==> src/rtl/trap_ctrl_if.sv <==
// Trap controller bus: exception requests from IF/ID/MEM, MRET, CSR
// exception port and fetch redirect handshake.
interface trap_ctrl_if;
    logic        if_xcpt_i;
    logic [4:0]  if_code_i;
    logic [31:0] if_pc_i;
    logic [31:0] if_tval_i;
    logic        id_xcpt_i;
    logic [4:0]  id_code_i;
    logic [31:0] id_pc_i;
    logic [31:0] id_tval_i;
    logic        mem_xcpt_i;
    logic [4:0]  mem_code_i;
    logic [31:0] mem_pc_i;
    logic [31:0] mem_tval_i;
    logic        mret_i;
    logic [31:0] mepc_i;
    logic [31:0] tvec_i;
    logic        redirect_ready_i;
    logic        csr_xcpt_o;
    logic [4:0]  csr_xcpt_code_o;
    logic [31:0] csr_xcpt_pc_o;
    logic [31:0] csr_xcpt_value_o;
    logic        flush_o;
    logic        redirect_valid_o;
    logic [31:0] redirect_pc_o;
    logic        busy_o;

    // Core/pipeline side: raises requests, consumes CSR strobe and redirect.
    modport master (
        output if_xcpt_i, if_code_i, if_pc_i, if_tval_i,
        output id_xcpt_i, id_code_i, id_pc_i, id_tval_i,
        output mem_xcpt_i, mem_code_i, mem_pc_i, mem_tval_i,
        output mret_i, mepc_i, tvec_i, redirect_ready_i,
        input  csr_xcpt_o, csr_xcpt_code_o, csr_xcpt_pc_o, csr_xcpt_value_o,
        input  flush_o, redirect_valid_o, redirect_pc_o, busy_o
    );

    // Trap controller side.
    modport slave (
        input  if_xcpt_i, if_code_i, if_pc_i, if_tval_i,
        input  id_xcpt_i, id_code_i, id_pc_i, id_tval_i,
        input  mem_xcpt_i, mem_code_i, mem_pc_i, mem_tval_i,
        input  mret_i, mepc_i, tvec_i, redirect_ready_i,
        output csr_xcpt_o, csr_xcpt_code_o, csr_xcpt_pc_o, csr_xcpt_value_o,
        output flush_o, redirect_valid_o, redirect_pc_o, busy_o
    );
endinterface

==> src/rtl/trap_ctrl.sv <==
// Trap entry / MRET sequencer: picks the oldest exception (MEM > ID > IF),
// strobes the CSR file, flushes the pipeline for FLUSH_CYCLES cycles, then
// hands the redirect PC to fetch over a valid/ready handshake.
module trap_ctrl #(
    parameter int unsigned FLUSH_CYCLES = 3,
    parameter logic [31:0] RESET_TVEC   = 32'h0000_2000
) (
    input  logic        clk_i,
    input  logic        rstn_i,
    trap_ctrl_if.slave  bus
);

    typedef enum logic [1:0] {
        IDLE,
        FLUSH,
        REDIRECT
    } state_e;

    typedef enum logic {
        KIND_TRAP,
        KIND_MRET
    } kind_e;

    localparam logic [3:0] CNT_LOAD = 4'(FLUSH_CYCLES - 1);

    state_e      state_q;
    logic [3:0]  cnt_q;
    logic [31:0] target_q;
    logic        csr_xcpt_q;
    logic [4:0]  code_q;
    logic [31:0] pc_q;
    logic [31:0] tval_q;
    logic        flush_q;
    logic        rvalid_q;
    logic [31:0] rpc_q;
    logic        busy_q;

    logic        req_d;
    kind_e       kind_d;
    logic [4:0]  code_d;
    logic [31:0] pc_d;
    logic [31:0] tval_d;
    logic [31:0] target_d;

    // Request arbitration: oldest stage wins, exceptions beat MRET.
    always_comb begin
        req_d    = 1'b1;
        kind_d   = KIND_TRAP;
        code_d   = '0;
        pc_d     = '0;
        tval_d   = '0;
        target_d = (bus.tvec_i != '0) ? bus.tvec_i : RESET_TVEC;
        if (bus.mem_xcpt_i) begin
            code_d = bus.mem_code_i;
            pc_d   = bus.mem_pc_i;
            tval_d = bus.mem_tval_i;
        end else if (bus.id_xcpt_i) begin
            code_d = bus.id_code_i;
            pc_d   = bus.id_pc_i;
            tval_d = bus.id_tval_i;
        end else if (bus.if_xcpt_i) begin
            code_d = bus.if_code_i;
            pc_d   = bus.if_pc_i;
            tval_d = bus.if_tval_i;
        end else if (bus.mret_i) begin
            kind_d   = KIND_MRET;
            target_d = bus.mepc_i;
        end else begin
            req_d = 1'b0;
        end
    end

    // Sequencer FSM with registered outputs; reset aborts any sequence.
    always_ff @(posedge clk_i or negedge rstn_i) begin
        if (!rstn_i) begin
            state_q    <= IDLE;
            cnt_q      <= '0;
            target_q   <= '0;
            csr_xcpt_q <= 1'b0;
            code_q     <= '0;
            pc_q       <= '0;
            tval_q     <= '0;
            flush_q    <= 1'b0;
            rvalid_q   <= 1'b0;
            rpc_q      <= '0;
            busy_q     <= 1'b0;
        end else begin
            case (state_q)
                IDLE: begin
                    if (req_d) begin
                        state_q    <= FLUSH;
                        cnt_q      <= CNT_LOAD;
                        target_q   <= target_d;
                        flush_q    <= 1'b1;
                        busy_q     <= 1'b1;
                        csr_xcpt_q <= (kind_d == KIND_TRAP);
                        code_q     <= code_d;
                        pc_q       <= pc_d;
                        tval_q     <= tval_d;
                    end
                end
                FLUSH: begin
                    csr_xcpt_q <= 1'b0;
                    if (cnt_q == '0) begin
                        state_q  <= REDIRECT;
                        flush_q  <= 1'b0;
                        rvalid_q <= 1'b1;
                        rpc_q    <= target_q & 32'hFFFF_FFFC;
                    end else begin
                        cnt_q <= cnt_q - 4'd1;
                    end
                end
                REDIRECT: begin
                    if (bus.redirect_ready_i) begin
                        state_q  <= IDLE;
                        rvalid_q <= 1'b0;
                        rpc_q    <= '0;
                        busy_q   <= 1'b0;
                        code_q   <= '0;
                        pc_q     <= '0;
                        tval_q   <= '0;
                    end
                end
                default: begin
                    state_q <= IDLE;
                end
            endcase
        end
    end

    assign bus.csr_xcpt_o       = csr_xcpt_q;
    assign bus.csr_xcpt_code_o  = code_q;
    assign bus.csr_xcpt_pc_o    = pc_q;
    assign bus.csr_xcpt_value_o = tval_q;
    assign bus.flush_o          = flush_q;
    assign bus.redirect_valid_o = rvalid_q;
    assign bus.redirect_pc_o    = rpc_q;
    assign bus.busy_o           = busy_q;

endmodule

==> src/flat_wrapper.sv <==
// flat-port wrapper written by rule: the top's interface ports become plain ports
module trap_ctrl_flat 
#(
    parameter int unsigned FLUSH_CYCLES = 3,
    parameter logic [31:0] RESET_TVEC   = 32'h0000_2000
)
  (clk_i, rstn_i, bus_if_xcpt_i, bus_if_code_i, bus_if_pc_i, bus_if_tval_i, bus_id_xcpt_i, bus_id_code_i, bus_id_pc_i, bus_id_tval_i, bus_mem_xcpt_i, bus_mem_code_i, bus_mem_pc_i, bus_mem_tval_i, bus_mret_i, bus_mepc_i, bus_tvec_i, bus_redirect_ready_i, bus_csr_xcpt_o, bus_csr_xcpt_code_o, bus_csr_xcpt_pc_o, bus_csr_xcpt_value_o, bus_flush_o, bus_redirect_valid_o, bus_redirect_pc_o, bus_busy_o);
  trap_ctrl_if bus_i ();
  input  logic clk_i;
  input  logic rstn_i;
  input wire logic [$bits(bus_i.if_xcpt_i)-1:0] bus_if_xcpt_i;
  input wire logic [$bits(bus_i.if_code_i)-1:0] bus_if_code_i;
  input wire logic [$bits(bus_i.if_pc_i)-1:0] bus_if_pc_i;
  input wire logic [$bits(bus_i.if_tval_i)-1:0] bus_if_tval_i;
  input wire logic [$bits(bus_i.id_xcpt_i)-1:0] bus_id_xcpt_i;
  input wire logic [$bits(bus_i.id_code_i)-1:0] bus_id_code_i;
  input wire logic [$bits(bus_i.id_pc_i)-1:0] bus_id_pc_i;
  input wire logic [$bits(bus_i.id_tval_i)-1:0] bus_id_tval_i;
  input wire logic [$bits(bus_i.mem_xcpt_i)-1:0] bus_mem_xcpt_i;
  input wire logic [$bits(bus_i.mem_code_i)-1:0] bus_mem_code_i;
  input wire logic [$bits(bus_i.mem_pc_i)-1:0] bus_mem_pc_i;
  input wire logic [$bits(bus_i.mem_tval_i)-1:0] bus_mem_tval_i;
  input wire logic [$bits(bus_i.mret_i)-1:0] bus_mret_i;
  input wire logic [$bits(bus_i.mepc_i)-1:0] bus_mepc_i;
  input wire logic [$bits(bus_i.tvec_i)-1:0] bus_tvec_i;
  input wire logic [$bits(bus_i.redirect_ready_i)-1:0] bus_redirect_ready_i;
  output wire logic [$bits(bus_i.csr_xcpt_o)-1:0] bus_csr_xcpt_o;
  output wire logic [$bits(bus_i.csr_xcpt_code_o)-1:0] bus_csr_xcpt_code_o;
  output wire logic [$bits(bus_i.csr_xcpt_pc_o)-1:0] bus_csr_xcpt_pc_o;
  output wire logic [$bits(bus_i.csr_xcpt_value_o)-1:0] bus_csr_xcpt_value_o;
  output wire logic [$bits(bus_i.flush_o)-1:0] bus_flush_o;
  output wire logic [$bits(bus_i.redirect_valid_o)-1:0] bus_redirect_valid_o;
  output wire logic [$bits(bus_i.redirect_pc_o)-1:0] bus_redirect_pc_o;
  output wire logic [$bits(bus_i.busy_o)-1:0] bus_busy_o;
  assign bus_i.if_xcpt_i = bus_if_xcpt_i;
  assign bus_i.if_code_i = bus_if_code_i;
  assign bus_i.if_pc_i = bus_if_pc_i;
  assign bus_i.if_tval_i = bus_if_tval_i;
  assign bus_i.id_xcpt_i = bus_id_xcpt_i;
  assign bus_i.id_code_i = bus_id_code_i;
  assign bus_i.id_pc_i = bus_id_pc_i;
  assign bus_i.id_tval_i = bus_id_tval_i;
  assign bus_i.mem_xcpt_i = bus_mem_xcpt_i;
  assign bus_i.mem_code_i = bus_mem_code_i;
  assign bus_i.mem_pc_i = bus_mem_pc_i;
  assign bus_i.mem_tval_i = bus_mem_tval_i;
  assign bus_i.mret_i = bus_mret_i;
  assign bus_i.mepc_i = bus_mepc_i;
  assign bus_i.tvec_i = bus_tvec_i;
  assign bus_i.redirect_ready_i = bus_redirect_ready_i;
  assign bus_csr_xcpt_o = bus_i.csr_xcpt_o;
  assign bus_csr_xcpt_code_o = bus_i.csr_xcpt_code_o;
  assign bus_csr_xcpt_pc_o = bus_i.csr_xcpt_pc_o;
  assign bus_csr_xcpt_value_o = bus_i.csr_xcpt_value_o;
  assign bus_flush_o = bus_i.flush_o;
  assign bus_redirect_valid_o = bus_i.redirect_valid_o;
  assign bus_redirect_pc_o = bus_i.redirect_pc_o;
  assign bus_busy_o = bus_i.busy_o;
  trap_ctrl #(.FLUSH_CYCLES(FLUSH_CYCLES), .RESET_TVEC(RESET_TVEC)) u_core (.clk_i(clk_i), .rstn_i(rstn_i), .bus(bus_i));
endmodule
==> config.mk <==
export PLATFORM = sky130hd
export DESIGN_NAME = trap_ctrl_flat
export DESIGN_NICKNAME = d
export VERILOG_FILES = /design/src/rtl/trap_ctrl_if.sv /design/src/rtl/trap_ctrl.sv /design/src/flat_wrapper.sv
export SDC_FILE = /design/constraint.sdc
export NUM_CORES = 1
export LEC_CHECK = 0
export BUFFER_PORTS_ARGS = -buffer_cell sky130_fd_sc_hd__buf_2
export CAP_MARGIN = 5
export CORE_AREA = 2 2 147 149
export CTS_BUF_LIST = sky130_fd_sc_hd__clkbuf_8 sky130_fd_sc_hd__clkbuf_16
export CTS_CLUSTER_DIAMETER = 80
export DETAILED_ROUTE_END_ITERATION = 10
export DIE_AREA = 0 0 149 151
export PLACE_DENSITY = 0.74
export SETUP_SLACK_MARGIN = 0.15
export SYNTH_ARGS = -nofsm -noshare
export SYNTH_HDL_FRONTEND = slang
export SYNTH_SLANG_ARGS = --single-unit
export TNS_END_PERCENT = 5
==> constraint.sdc <==
create_clock -name clk_i -period 2.4 [get_ports clk_i]
set_input_delay 0.36 -clock clk_i [delete_from_list [all_inputs] [get_ports clk_i]]
set_output_delay 0.36 -clock clk_i [all_outputs]
set_load 0.01 [all_outputs]
==> results of run 1 <==
-- through the flow --
step	setup WS [ns]	cell area, um^2	hold slack, ns	total power, mW
final	0.5502	9648	0.1546	10.94
after global routing	0.4023	9648	0.1351	11.76
after CTS	0.5437	9635	0.1296	11.08
after detailed placement	0.4300	9067	0.3393	8.490
after global placement	0.4295	9067	0.3305	8.320
after floorplan	0.6736	6940	0.06441	6.696
-- worst max-delay path, cell delays in order, from the launching register on --
cell                      delay (ns)
sky130_fd_sc_hd__dfrtp_1        0.46
sky130_fd_sc_hd__nor2_1         0.31
sky130_fd_sc_hd__and3_1         0.73
sky130_fd_sc_hd__a221o_1        0.27
-- placed cells by master, fill, tap and decap left out, drive strengths merged --
cell type	count
a21boi	1
a21oi	1
a221o	18
a221oi	69
a31oi	1
and3	20
buf	398
clkbuf	17
clkinv	3
clkinvlp	4
conb	2
dfrtp	139
diode	5
dlygate4sd3	1
ha	1
inv	11
mux2i	11
nand2	81
nand2b	2
nand3	103
nand3b	1
nand4	2
nor2	4
nor2b	72
nor3	2
nor4	9
o21ai	16
o221a	1
o31ai	69
or3	1
or3b	1
xor2	2
-- cell usage after synthesis, drive strengths merged --
master / number / area share
nand2b: 2 / 0.0018
nor2: 4 / 0.0022
a31oi: 1 / 0.00090
dfrtp: 139 / 0.50
nand2: 81 / 0.044
a21oi: 1 / 0.00072
nand3b: 1 / 0.0011
ha: 1 / 0.0018
buf: 31 / 0.027
a221o: 18 / 0.026
mux2i: 11 / 0.016
nand4: 2 / 0.0018
inv: 3 / 0.0016
nor4: 9 / 0.0081
a221oi: 69 / 0.087
nand3: 103 / 0.074
o31ai: 69 / 0.075
clkbuf: 47 / 0.025
xor2: 2 / 0.0025
or3b: 1 / 0.0013
and3: 20 / 0.018
a21boi: 1 / 0.0011
o221a: 1 / 0.0016
conb: 1 / 0.00054
nor2b: 72 / 0.065
or3: 1 / 0.00090
o21ai: 16 / 0.012
nor3: 2 / 0.0014
-- repair_timing --
item	CTS	global route
endpoints found under the hold margin	47	0
buffers inserted	0	0
hold buffers	1	0
gates resized for setup	0	0
-- state kept, by name (all words and copies together) (netlist names) --
register / flops
u_core.bus.csr_xcpt_pc_o: 32
u_core.bus.csr_xcpt_value_o: 32
u_core.bus.redirect_pc_o: 30
u_core.target_q: 30
u_core.bus.csr_xcpt_code_o: 5
u_core.cnt_q: 4
u_core.state_q: 2
u_core.bus.busy_o: 1
u_core.bus.csr_xcpt_o: 1
u_core.bus.flush_o: 1
u_core.bus.redirect_valid_o: 1
-- area by class of cell --
class	count	area, um^2
fillers	2006	11170
well taps	275	344.1
flip-flops and latches	139	3478
clock inverters	15	132.6
repair buffers	399	2136
multi-input cells	490	3108
inverters	3	11.26
clock buffers	17	425.4
diodes	5	12.51
-- kinds of logic after synthesis --
| family | Yosys count | share of synthesized area |
|---|---|---|
| other cells | 1 | 0.0005406 |
| compound gates | 176 | 0.2042 |
| buf+inv | 81 | 0.05357 |
| fa+ha+maj | 1 | 0.001803 |
| simple gates | 298 | 0.2201 |
| flops | 139 | 0.5014 |
| xor+xnor | 2 | 0.002526 |
| mux | 11 | 0.01587 |
-- metal layers --
metal	wire, um	up-vias	global-route usage	share of wire
met5	0	-	0	0
met4	455	0	0.07381	0.019
met3	2013	20	0.04759	0.082
li1	-	3343	-	-
met1	9983	3425	0.2796	0.41
met2	12070	364	0.3514	0.49
-- final timing paths --
path | startpoint | end | slack, ns | cells after the start
min | bus_redirect_ready_i | u_core.state_q[1] | 0.15 | 2
max reg2reg | u_core.state_q[1] | u_core.target_q[11] | 0.55 | 3
max in group asynchronous | rstn_i | u_core.target_q[6] | 1.22 | 3
min reg2reg | u_core.target_q[14] | u_core.bus.redirect_pc_o[14] | 0.46 | 2
max | u_core.state_q[1] | u_core.target_q[11] | 0.55 | 3
min in group asynchronous | rstn_i | u_core.target_q[18] | 0.46 | 2
-- power by group through the flow --
stage	logic, mW	clock network [mW]	registers, mW
final	4.34	2.51	4.09
after global routing	4.85	2.70	4.21
after CTS	4.40	2.60	4.08
after detailed placement	4.39	0	4.10
after global placement	4.27	0	4.05
after floorplan	2.30	0	4.39
==> qor.txt, run 1 <==
=======================================================================================
First drt pass iteration count                                                        5
Sequential area share after synthesis                                            0.5014
TritonCTS clock tree                                                               done
Number of violations reported at the end of detailed-routing iteration 0            402
RSZ-0062 raised after global routing                                              false
Final period demand of the worst path                                          1.850 ns
Post-route ant nets                                                                   0
Switching share of total power                                                   0.3898
Cell area power density                                                    1134 nW/um^2
Clock Pin Slew Worst Setup and Hold Paths                                       0.07 ns
Die X                                                                            149 um
Worst Tran Pin Value                                                          0.7820 ns
Drt drc                                                                               0
Largest fanout of any net on the critical path                                       18
Bufs on Longest Clock Path                                                            2
Starting Density                                                                 0.3331
Non-filler cells, final                                                            1343
NetSw                                                                          4.265 mW
Portion of total power attributed to combinational logic                          0.397
Number of global-route vias before repair                                          6766
Count of distinct cell types in the synthesized netlist                              33
Critical path class                                                             reg2reg
Leakage power summed over all cells                                            4.912 nW
Sum of negative setup slack                                                        0 ns
Status                                                                        completed
Kind of end point of the critical path                                        flip-flop
Die outline area                                                             22500 um^2
Upper clock frequency limit                                                   540.6 MHz
Clk Tree Root Cell                                                         sky130_fd_sc_hd__clkbuf_16
Synthesis warning total                                                               0
Worst-case vdd ir drop                                                         653.3 uV
Number of sinks on the clock net                                                    139
Setup violations, final                                                               0
# IOs                                                                               383
Clk_skew                                                                    0.007198 ns
DPL Wire Length                                                                18040 um
WP data required                                                                2.74 ns
Data arrival, critical path                                                     2.19 ns
Clock latency on the worst-skew pair                                            0.41 ns
Final RePlAce weighted congestion                                                0.8260
Post-placement cell count                                                          1305
Slew headroom                                                                    0.4787
Summed instance area of the synthesized netlist                               6937 um^2
Layout cells sized above 1                                                       0.4092
Number of vias after detailed routing                                              7152
Number of antenna violations at the first check in global routing                     5
Type of the tightest min-delay check                                             in2reg
Internal power summed over all cells                                           6.675 mW
Number of input and output port buffers inserted                                    378
Global route total overflow                                                           0
Final worst-path cycle share                                                     0.7708
CORE AREA                                                                    20820 um^2
Mean area per synthesized cell                                               9.784 um^2
Share of power burned in registers                                                0.373
Kind of start point of the critical path                                      flip-flop
Number of nets at the end of the flow                                              1329
Share of the core filled with cells                                              0.4633
# H-tree levels                                                                       4
Die height                                                                       151 um
Max-cap check violation count                                                         0
Final slew viol count                                                                 0
Area overhead of the layout relative to synthesis                                39.09%
Synthesized instance count                                                          709
Routed len/inst                                                                18.26 um
Standard-cell row count                                                              53
Maximum number of pins on one net before global-route repair                        137
Part of the power in the clock network                                            0.229
Number of buffers created by CTS                                                     17
Wire length of the first global-routing pass                                   37330 um
Count of final hold-check violations                                                  0
Post-detailed-routing wire length                                              24520 um
All-layer global routing usage                                                   0.2139
Routed via count divided by cell count                                            5.325
Total of flip-flops plus latches after synthesis                                    139
=======================================================================================
No activity file was read; power rests on OpenSTA's default activity.
==> run 2, diff against run 1 <==
- clock period: 2.4 -> 1.9 ns (I/O delays scaled with it)
==> run 2 against run 1 <==
Compared with the run above: first-iteration DRC count shrank 20%; hold slack lost 0.068 ns; highest routed layer is now met5; sequential share of layout area shrank 0.98 points; clock skew grew 0.0015 ns; cell count grew 0.45%; critical path depth grew 4; via count shrank 0.14%; count of clock-buffer cells in the layout is the same; global-route usage shrank 0.39 points.
==> qor.txt, run 2 (synthesized netlist as in run 1, its figures left out) <==
=======================================================================================
Count of final hold-check violations                                                  0   unchanged
Setup fix buffers added after clock tree synthesis                                    0   unchanged
Die height                                                                       151 um   unchanged
Max-cap check violation count                                                         0   unchanged
Starting Density                                                                 0.3331   unchanged
# H-tree levels                                                                       4   unchanged
Upper clock frequency limit                                                   581.4 MHz   was 540.6 MHz
Clk Tree Root Cell                                                         sky130_fd_sc_hd__clkbuf_16   unchanged
Number of violations reported at the end of detailed-routing iteration 0            322   was 402
Area overhead of the layout relative to synthesis                                42.97%   was 39.09%
Hold-critical path depth                                                              2   unchanged
Filler Cell Count                                                                  1951   was 2006
Non-filler cells, final                                                            1349   was 1343
All-layer global routing usage                                                   0.2100   was 0.2139
CORE AREA                                                                    20820 um^2   unchanged
Kind of start point of the critical path                                      flip-flop   unchanged
Clock Pin Slew Worst Setup and Hold Paths                                       0.06 ns   was 0.07 ns
NetSw                                                                          5.392 mW   was 4.265 mW
Largest fanout of any net on the critical path                                       16   was 18
Leakage power summed over all cells                                            5.052 nW   was 4.912 nW
Maximum cell stage delay along the critical path                                0.41 ns   was 0.73 ns
Clock latency on the worst-skew pair                                            0.41 ns   about the same
Type of the tightest min-delay check                                             in2reg   unchanged
Switching share of total power                                                   0.3696   was 0.3898
Worst-case vdd ir drop                                                         585.5 uV   was 653.3 uV
Share of power burned in registers                                                0.354   was 0.373
Part of the power in the clock network                                            0.249   was 0.229
Status                                                                        completed   unchanged
Global route total overflow                                                           0   unchanged
Internal power summed over all cells                                           9.195 mW   was 6.675 mW
Post-placement cell count                                                          1313   was 1305
Final RePlAce weighted congestion                                                0.8290   was 0.8260
Post-route ant nets                                                                   0   unchanged
Number of nets at the end of the flow                                              1338   was 1329
CP Cell Sequence                                                           inv_1 -> ha_1 -> or3b_4 -> nand2b_4 -> clkbuf_16 -> nand3_1 -> nand2_1   was nor2_1 -> and3_1 -> a221o_1
Die X                                                                            149 um   unchanged
Number of input and output port buffers inserted                                    378   unchanged
Final slew viol count                                                                 0   unchanged
Kind of end point of the critical path                                        flip-flop   unchanged
DPL Wire Length                                                                18100 um   was 18040 um
Number of antenna violations at the first check in global routing                     5   unchanged
Clk_skew                                                                    0.008699 ns   was 0.007198 ns
Number of buffers created by CTS                                                     17   unchanged
Most frequent standard cell in the layout excluding fill and tap cells     sky130_fd_sc_hd__buf_2   unchanged
Worst Tran Pin Value                                                          0.5213 ns   was 0.7820 ns
Number of vias after detailed routing                                              7142   was 7152
Routed via count divided by cell count                                            5.294   was 5.325
Commonest cells after routing, fill and taps aside                         sky130_fd_sc_hd__buf_2 (376), sky130_fd_sc_hd__dfrtp_1 (139), sky130_fd_sc_hd__nand3_1 (103)   unchanged
Standard-cell row count                                                              53   unchanged
Post-detailed-routing wire length                                              24540 um   was 24520 um
Sum of negative setup slack                                                        0 ns   unchanged
Setup violations, final                                                               0   unchanged
TritonCTS clock tree                                                               done   unchanged
# IOs                                                                               383   unchanged
Number of cell instances on the worst register-to-register path                       7   was 3
Maximum number of pins on one net before global-route repair                        136   was 137
Cell with the biggest individual delay on the critical path                sky130_fd_sc_hd__dfrtp_1   was sky130_fd_sc_hd__and3_1
Wire length of the first global-routing pass                                   36660 um   was 37330 um
Total area of sequential cells                                                3478 um^2   unchanged
Die outline area                                                             22500 um^2   unchanged
Number of global-route vias before repair                                          6672   was 6766
Final worst-path cycle share                                                     0.9053   was 0.7708
Drt drc                                                                               0   unchanged
Routed len/inst                                                                18.19 um   was 18.26 um
Internal reg-to-reg setup slack                                                 0.18 ns   was 0.55 ns
Data arrival, critical path                                                     2.01 ns   was 2.19 ns
Number of sinks on the clock net                                                    139   unchanged
RSZ-0062 raised after global routing                                               true   was false
Portion of total power attributed to combinational logic                          0.397   about the same
First drt pass iteration count                                                        5   unchanged
Bufs on Longest Clock Path                                                            2   unchanged
Total area of multi-input combinational cells                                 3119 um^2   was 3108 um^2
Layout cells sized above 1                                                       0.4164   was 0.4092
Final period demand of the worst path                                          1.720 ns   was 1.850 ns
Worst hold slack across all endpoints                                        0.08679 ns   was 0.1546 ns
Slew headroom                                                                    0.6492   was 0.4787
WP data required                                                                2.19 ns   was 2.74 ns
Cell area power density                                                    1471 nW/um^2   was 1134 nW/um^2
Critical path class                                                             reg2reg   unchanged
=======================================================================================
[run 2: cell type report]
cell class                 instances  area share
antenna                            3   0.0007570
clock buffer                      17     0.04290
clock inverter                    14     0.02120
inverter                           3    0.001136
multi-input combinational        490      0.3145
sequential                       139      0.3507
tap                              275     0.03470
timing repair buffer             408      0.2340
[run 2: worst max-delay path: cells and delay by family, from the launching register on]
kind	cells	cell delay [ns]
simple gates	4	0.76
fa+ha+maj	1	0.16
buf+inv	2	0.28
flops	1	0.41
[run 2: through the flow]
step / worst slack [ns] / power [mW] / area (um^2) / utilization
6_report: 0.1799 / 14.59 / 9917 / 0.4763
4_1_cts: 0.1584 / 14.63 / 9874 / 0.4742
3_3_place_gp: 0.1468 / 10.75 / 9228 / 0.4432
5_1_grt: 0.1218 / 15.56 / 9917 / 0.4763
2_1_floorplan: 0.1736 / 8.458 / 6940 / -
3_5_place_dp: 0.09310 / 10.94 / 9228 / 0.4432
[run 2: what timing repair did]
item,in CTS,in global routing
gates cloned,0,1
resized for setup,1,3
hold buffers,1,0
endpoints found under the hold margin,38,0
endpoints found under the setup margin,18,33
[run 2: per-layer routing]
layer	global-route usage	vias up	part of all wire
met5	0	-	0.00098
met4	0.08333	4	0.026
met3	0.04789	38	0.079
met2	0.3477	370	0.49
met1	0.2669	3369	0.41
li1	-	3361	-
[run 2: worst paths after layout]
kind | to | start
worst max-delay path | u_core.bus.redirect_pc_o[29] | u_core.cnt_q[0]
worst min-delay path | u_core.state_q[1] | bus_redirect_ready_i
worst max register to register | u_core.bus.redirect_pc_o[29] | u_core.cnt_q[0]
worst min register to register | u_core.bus.redirect_pc_o[27] | u_core.target_q[27]
max in group asynchronous | u_core.bus.csr_xcpt_value_o[24] | rstn_i
min in group asynchronous | u_core.bus.redirect_pc_o[30] | rstn_i
[run 2: power by group through the flow]
stage	registers (mW)	clock network (mW)	logic, mW
6_report	5.17	3.63	5.79
3_3_place_gp	5.14	0	5.62
4_1_cts	5.15	3.71	5.77
3_5_place_dp	5.18	0	5.77
5_1_grt	5.31	3.85	6.40
2_1_floorplan	5.55	0	2.91
